===== src/rtl/cache_control.sv =====
// Sequencing FSM for a 2-way set-associative, write-back, write-allocate L1 cache.
// Decodes datapath selects and array write enables from the state and the tag/valid/dirty/LRU status.
module cache_control (
  input  logic       clk_i,
  input  logic       reset_n_i,
  input  logic       mem_read_i,
  input  logic       mem_write_i,
  input  logic [1:0] mem_byte_enable_i,
  output logic       mem_resp_o,
  input  logic       tag_match0_i,
  input  logic       tag_match1_i,
  input  logic       valid0_out_i,
  input  logic       valid1_out_i,
  input  logic       dirty0_out_i,
  input  logic       dirty1_out_i,
  input  logic       lru_out_i,
  input  logic       pmem_resp_i,
  output logic       pmem_read_o,
  output logic       pmem_write_o,
  output logic       pmem_addr_sel_o,
  output logic       datawaymux_sel_o,
  output logic       datainmux_sel_o,
  output logic [1:0] membytemux_sel_o,
  output logic       dataarr0_write_o,
  output logic       dataarr1_write_o,
  output logic       tag0_write_o,
  output logic       tag1_write_o,
  output logic       valid0_write_o,
  output logic       valid1_write_o,
  output logic       dirty0_write_o,
  output logic       dirty1_write_o,
  output logic       dirty_in_o,
  output logic       lru_write_o,
  output logic       lru_in_o
);

  typedef enum logic [1:0] {IDLE, CHECK, WRITEBACK, FILL} state_e;

  state_e state_q, state_d;
  logic   victim_q, victim_d;

  logic req, hit0, hit1, hit_way, miss_victim, victim_needs_wb;

  assign req     = mem_read_i | mem_write_i;
  assign hit0    = valid0_out_i & tag_match0_i;
  assign hit1    = valid1_out_i & tag_match1_i;
  assign hit_way = ~hit0;

  // Empty ways are filled before anything is evicted; way0 is preferred.
  assign miss_victim     = !valid0_out_i ? 1'b0 : (!valid1_out_i ? 1'b1 : lru_out_i);
  assign victim_needs_wb = miss_victim ? (valid1_out_i & dirty1_out_i)
                                       : (valid0_out_i & dirty0_out_i);

  always_ff @(posedge clk_i or negedge reset_n_i) begin
    if (!reset_n_i) begin
      state_q  <= IDLE;
      victim_q <= 1'b0;
    end else begin
      state_q  <= state_d;
      victim_q <= victim_d;
    end
  end

  always_comb begin
    state_d          = state_q;
    victim_d         = victim_q;
    mem_resp_o       = 1'b0;
    pmem_read_o      = 1'b0;
    pmem_write_o     = 1'b0;
    pmem_addr_sel_o  = 1'b0;
    datawaymux_sel_o = hit_way;
    datainmux_sel_o  = 1'b0;
    membytemux_sel_o = 2'b00;
    dataarr0_write_o = 1'b0;
    dataarr1_write_o = 1'b0;
    tag0_write_o     = 1'b0;
    tag1_write_o     = 1'b0;
    valid0_write_o   = 1'b0;
    valid1_write_o   = 1'b0;
    dirty0_write_o   = 1'b0;
    dirty1_write_o   = 1'b0;
    dirty_in_o       = 1'b0;
    lru_write_o      = 1'b0;
    lru_in_o         = 1'b0;

    case (state_q)
      IDLE: begin
        if (req) state_d = CHECK;
      end
      CHECK: begin
        if (!req) begin
          state_d = IDLE;
        end else if (hit0 | hit1) begin
          mem_resp_o  = 1'b1;
          lru_write_o = 1'b1;
          lru_in_o    = ~hit_way;
          // A write with an empty byte mask completes without touching data or dirty bits.
          if (mem_write_i && (mem_byte_enable_i != 2'b00)) begin
            datainmux_sel_o  = 1'b1;
            membytemux_sel_o = mem_byte_enable_i;
            dataarr0_write_o = ~hit_way;
            dataarr1_write_o = hit_way;
            dirty0_write_o   = ~hit_way;
            dirty1_write_o   = hit_way;
            dirty_in_o       = 1'b1;
          end
          state_d = IDLE;
        end else begin
          victim_d = miss_victim;
          state_d  = victim_needs_wb ? WRITEBACK : FILL;
        end
      end
      WRITEBACK: begin
        pmem_write_o     = 1'b1;
        pmem_addr_sel_o  = 1'b1;
        datawaymux_sel_o = victim_q;
        if (pmem_resp_i) state_d = FILL;
      end
      FILL: begin
        pmem_read_o = 1'b1;
        if (pmem_resp_i) begin
          dataarr0_write_o = ~victim_q;
          dataarr1_write_o = victim_q;
          tag0_write_o     = ~victim_q;
          tag1_write_o     = victim_q;
          valid0_write_o   = ~victim_q;
          valid1_write_o   = victim_q;
          dirty0_write_o   = ~victim_q;
          dirty1_write_o   = victim_q;
          state_d          = CHECK;
        end
      end
      default: state_d = IDLE;
    endcase

    // Outputs are forced low for the whole reset window so an in-flight pmem request drops at once.
    if (!reset_n_i) begin
      mem_resp_o       = 1'b0;
      pmem_read_o      = 1'b0;
      pmem_write_o     = 1'b0;
      pmem_addr_sel_o  = 1'b0;
      datawaymux_sel_o = 1'b0;
      datainmux_sel_o  = 1'b0;
      membytemux_sel_o = 2'b00;
      dataarr0_write_o = 1'b0;
      dataarr1_write_o = 1'b0;
      tag0_write_o     = 1'b0;
      tag1_write_o     = 1'b0;
      valid0_write_o   = 1'b0;
      valid1_write_o   = 1'b0;
      dirty0_write_o   = 1'b0;
      dirty1_write_o   = 1'b0;
      dirty_in_o       = 1'b0;
      lru_write_o      = 1'b0;
      lru_in_o         = 1'b0;
    end
  end

endmodule


===== config.mk =====
export PLATFORM = sky130hd
export DESIGN_NAME = cache_control
export DESIGN_NICKNAME = d
export VERILOG_FILES = /design/src/rtl/cache_control.sv
export SDC_FILE = /design/constraint.sdc
export NUM_CORES = 1
export LEC_CHECK = 0
export CAP_MARGIN = 25
export CORE_AREA = 2 2 42 44
export CTS_CLUSTER_SIZE = 28
export DETAILED_ROUTE_END_ITERATION = 8
export DIE_AREA = 0 0 44 46
export DONT_BUFFER_PORTS = 1
export GPL_TIMING_DRIVEN = 0
export HOLD_SLACK_MARGIN = 0.06
export PLACE_DENSITY = 0.4
export SLEW_MARGIN = 20
export SYNTH_ARGS = -nofsm -noshare
export SYNTH_HDL_FRONTEND = slang
export SYNTH_SLANG_ARGS = --single-unit

===== constraint.sdc =====
create_clock -name clk_i -period 2.6 [get_ports clk_i]
set_clock_uncertainty 0.05 [all_clocks]
set_input_delay 0.52 -clock clk_i [delete_from_list [all_inputs] [get_ports clk_i]]
set_output_delay 0.52 -clock clk_i [all_outputs]
set_load 0.05 [all_outputs]

Word-level counts from Yosys, hierarchy flattened. Index checks and enable logic that the tools add are counted.

Bitwise logic cells: 9. Reductions and logical operators: 5. Multiplexer cells: 50. Equality and inequality tests: 6.

Operators with widths (count): 2-to-1 mux 1 bit (37); 2-to-1 mux 2 bit (10); case mux 2 bit (4 select lines) (1); != test 2 bit (second input constant) (3); AND reduction 3 bit (2); bitwise AND 1 bit (4); equality test 2 bit (second input constant) (2); case mux 1 bit (2 select lines) (2); NOT 1 bit (3); equality test 2 x 1 -> 1 bit (second input constant) (1); zero test 2 bit (1); bitwise OR 1 bit (2); nonzero test 2 bit (1); logical AND 1 bit (1).

Output and inout bits: 19. Word-level logic and storage cells: 72. Input bits: 14. Flip-flop bits (word level): 3.

Longest topological paths before layout.
Depth in word-level cells: 7. Gate-level depth with buffers: 6. Gate-level depth less buffers: 5.

Worst setup path after synthesis. Ideal clock, no wire load.

Path kind: reg2out. From: register state_q[1]. To: output port dirty1_write_o. Arrival time: 2.267 ns. Cell stages (with the launch flop): 7. Slack: -0.237 ns. Data required time: 2.030 ns. Buffers on the path: 1. Cell sequence: dfrtp_1 > inv_1 > ha_1 > o211ai_2 > or3b_1 > a21boi_1 > buf_4.

Word-level cells in the longest chain between the ends: 3. Elaborated cells between the ends (all ways): 4. Those cells by class: 2 x eq/ne; 2 x mux.

Ends and longest elaborated chain: start, declared (line 39) `state_e state_q, state_d;`; start signal, assigned (line 59) `state_q <= state_d;`; equality test 2 bit / equality test 2 x 1 -> 1 bit (equally long branches); case mux 1 bit (2 select lines) (*); 2-to-1 mux 1 bit (*); end, declared (line 31) `output logic dirty1_write_o,`.

Every way passes the cells marked *; elsewhere a longest branch is shown, timed or not.

Final worst setup path. Ends and elaborated chain as after synthesis.

==> summary.md <==
| Metric | Value |
|---|---|
| GRT Util Overall | 10.53% |
| CP startpoint | state_q[1] |
| Clk sinks | 3 |
| Final nets | 80 |
| Worst Reg-to-Reg Cells | 5 |
| CTS tree | built |
| Period utilization | 96.87% |
| Clock slew seen by the registers of the worst setup and hold paths | 0.04 ns |
| Die H | 46 µm |
| Drt first-iter violations | 5 |
| Final hold slack | 0.4076 ns |
| CORE AREA | 1614 µm² |
| Adder-Cell Fraction of Synth Area | 11.17% |
| Final Hold Viols | 0 |
| Final instance area | 576.8 µm² |
| Slew margin rel. | 41.09% |
| Via Count | between 300 and 400 |
| Compound-Gate Fraction of Synth Area | 25.70% |
| Post-Route WL | 1011 µm |
| Critical Path RT | 2.03 ns |
| Status | completed |
| CP Capture Type | output port |
| R2r setup slk | 1.11 ns |
| Drt pass-1 iters | 4 |
| FP Rows | 15 |
| DRC violations left | 0 |
| Sequential-to-total area share from yosys stat | 16.76% |
| Mux cell area share after synthesis | 2.235% |
| Initial antenna violation count | 0 |
| FMAX | 397.0 MHz |
| Initial core utilization | 27.75% |
| Clk_lat worst skew | 0.23 ns |
| Largest net degree at the start of global routing | 9 |
| Main combinational cell family by area after synthesis | simple AND/OR/NAND/NOR gates |
| CTS buffer count | 3 |
| Worst slew pin tran | 0.8804 ns |
| LEAKAGE | 0.2728 nW |
| Cell Area, Synth | 447.9 µm² |
| First-pass GRT wire length | 1469 µm |
| Cells after Synth | 55 |
| Worst path slowest cell | dfrtp_1 |
| Dpl cell area | 475.5 µm² |
| Antenna-violating nets left | 0 |
| Pwr dens | 819.5 nW/µm² |
| Root buf cell | clkbuf_4 |
| Vias in the first global route | between 300 and 400 |
| Yosys reg bits | 3 |
| Max-cap viol count | 0 |
| Port Buf Inserts | 0 |
| Global route overflow | 0 |
| Die area | a little over 2000 µm² |
| Count of cell types in the netlist | 26 |
| # setup viols final | 0 |
| Syn nets | 73 |
| Post-DP HPWL | 822.2 µm |
| Mean number of vias per cell | 5.013 |
| Max Transition Viols Final | 0 |
| Setup CP Type | flop to output port |
| H-tree depth | 1 |
| Wire length per cell | ~13 µm |
| Worst Hold Class | primary input to flop |
| N_diodes | 0 |
| Die Width | 44 µm |
| Dpl ws | -0.1353 ns |
| Fillcell total | between 150 and 200 |
| Area grow syn2layout | 28.77% |
| Share of cells above drive strength 1 | a little over two fifths |
| CP max FO | 3 |
| Crit path capture | dirty1_write_o |
| Syn avg cell area | between 8 and 9 µm² |
| RSZ-0062 raised after global routing | no |
| Peak per-stage delay on the critical path | 0.40 ns |
| Final GP Congestion | 0.7504 |
| Tot Pwr | 0.0004727 W |
| Clock period minus final worst setup slack | 2.519 ns |
| Startpoint types | flop |
| Crit Reg-Reg Endpoint | state_q[0] |
| Reg2Reg Launch Point | state_q[1] |
| Crit path setup slack, layout | slightly above 0.08 ns |
| Post-Synth XOR/XNOR Area | 0% |
| Warnings from Yosys | 0 |
| Max VDD drop | about 340 µV |
| Fin cells | 78 |
| Clock Path Buffers | 2 |
| Placed cells | 72 |
| I/O pins | 33 |
| Crit-path cells | inv_2 -> ha_4 -> o211ai_4 -> or3b_4 -> a21boi_4 -> buf_6 |
| Worst Path Arrival | 1.95 ns |
| Post-Synth Simple-Gate Area | a little under a third |
## worst max-delay path, delay by kind of cell, from the launching register on
kind | cells | cell delay, ns
and+or+nand+nor | 1 | 0.39
buffers and inverters | 2 | 0.31
DFF | 1 | 0.40
adders and majority gates | 1 | 0.14
AOI/OAI and AO/OA | 2 | 0.47
## kinds of logic after synthesis
logic type,count (synthesis)
flops,3
compound gates,14
buf+inv,9
mux,1
simple gates,24
fa+ha+maj,4
## registers in the layout (all words and copies together) (netlist names)
register  flops
state_q       2
victim_q      1
## metrics by stage
| step | TNS [ns] | util [%] |
|---|---|---|
| 2_1_floorplan | 0 | - |
| 3_3_place_gp | -0.2848 | 29.46 |
| 3_5_place_dp | -0.2993 | 29.46 |
| 4_1_cts | -0.04364 | 34.88 |
| 5_1_grt | 0 | 35.74 |
| 6_report | 0 | 35.74 |
## synth_stat cells
cell,instances,area share [%]
o211a_1,1,2.2
nor2b_1,1,1.4
and3_1,1,1.4
a21oi_1,3,3.4
mux2i_1,1,2.2
nand2_1,7,5.9
nor2_1,3,2.5
and2_1,5,7.0
a41o_1,1,2.2
inv_1,2,1.7
o211ai_2,1,2.8
o21bai_1,1,1.7
or3b_1,2,3.9
a2bb2oi_1,1,2.0
o2bb2ai_1,1,2.0
o21a_2,1,2.0
nand3_1,2,2.2
or2b_1,1,1.7
nor3b_2,1,2.8
nand4b_1,1,2.0
o22ai_1,1,1.4
buf_4,7,12
a22oi_2,1,2.8
dfrtp_1,3,17
ha_1,4,11
a21boi_1,2,3.4
## placed cells by master, fill, tap and decap left out, types with 2 or more instances in the layout
| cell type | netlist | final |
|---|---|---|
| ha_1 | 4 | 3 |
| and2_1 | 5 | 2 |
| clkbuf_4 | 0 | 3 |
| buf_4 | 7 | 7 |
| a21oi_1 | 3 | 3 |
| dfrtp_1 | 3 | 3 |
| and2_2 | 0 | 2 |
| nand2_1 | 7 | 7 |
| nand3_1 | 2 | 2 |
## routing by layer
metal | vias up | wire length, µm | global-route usage (%) | share of wire [%]
met1 | 179 | 433 | 12.50 | 43
met3 | 0 | 41 | 2.381 | 4.1
met2 | 11 | 536 | 15.88 | 53
met4 | 0 | 0 | 9.091 | 0
li1 | 201 | - | - | -
met5 | - | 0 | 0 | 0
## report_power, final
group	internal, W	total (W)	switching, W
combinational	0.000114	0.000295	0.000182
sequential	0.0000677	0.0000976	0.0000299
clock	0.0000574	0.0000797	0.0000224
## what timing repair did
item / 4_1_cts / 5_1_grt
hold endpoints to repair: 3 / 0
pin swaps: 4 / 3
setup endpoints to repair: 7 / 5
hold buffers: 1 / 0
gates resized for setup: 12 / 4
setup buffers: 1 / 0
## worst min-delay path by stage
| stage | depth (start not counted) | endpoint | startpoint | slack (ns) |
|---|---|---|---|---|
| floorplan | 0 | state_q[0] | reset_n_i | 0.17 |
| global placement | 0 | victim_q | reset_n_i | 0.17 |
| detailed placement | 0 | victim_q | reset_n_i | 0.17 |
| CTS | 1 | victim_q | valid0_out_i | 0.40 |
| global route | 1 | victim_q | valid0_out_i | 0.41 |
| finish | 1 | victim_q | valid0_out_i | 0.41 |
## layout make-up
cell class,instances,area [µm²],area share (%)
plain buffers,7,56.30,9.761
clock buffers,4,26.28,4.555
inverters,2,7.507,1.302
multi-input cells,43,372.9,64.64
flip-flops and latches,3,75.07,13.02
well taps,17,21.27,3.688
repair buffers,2,17.52,3.037
Power figures use the tool's default switching activity.
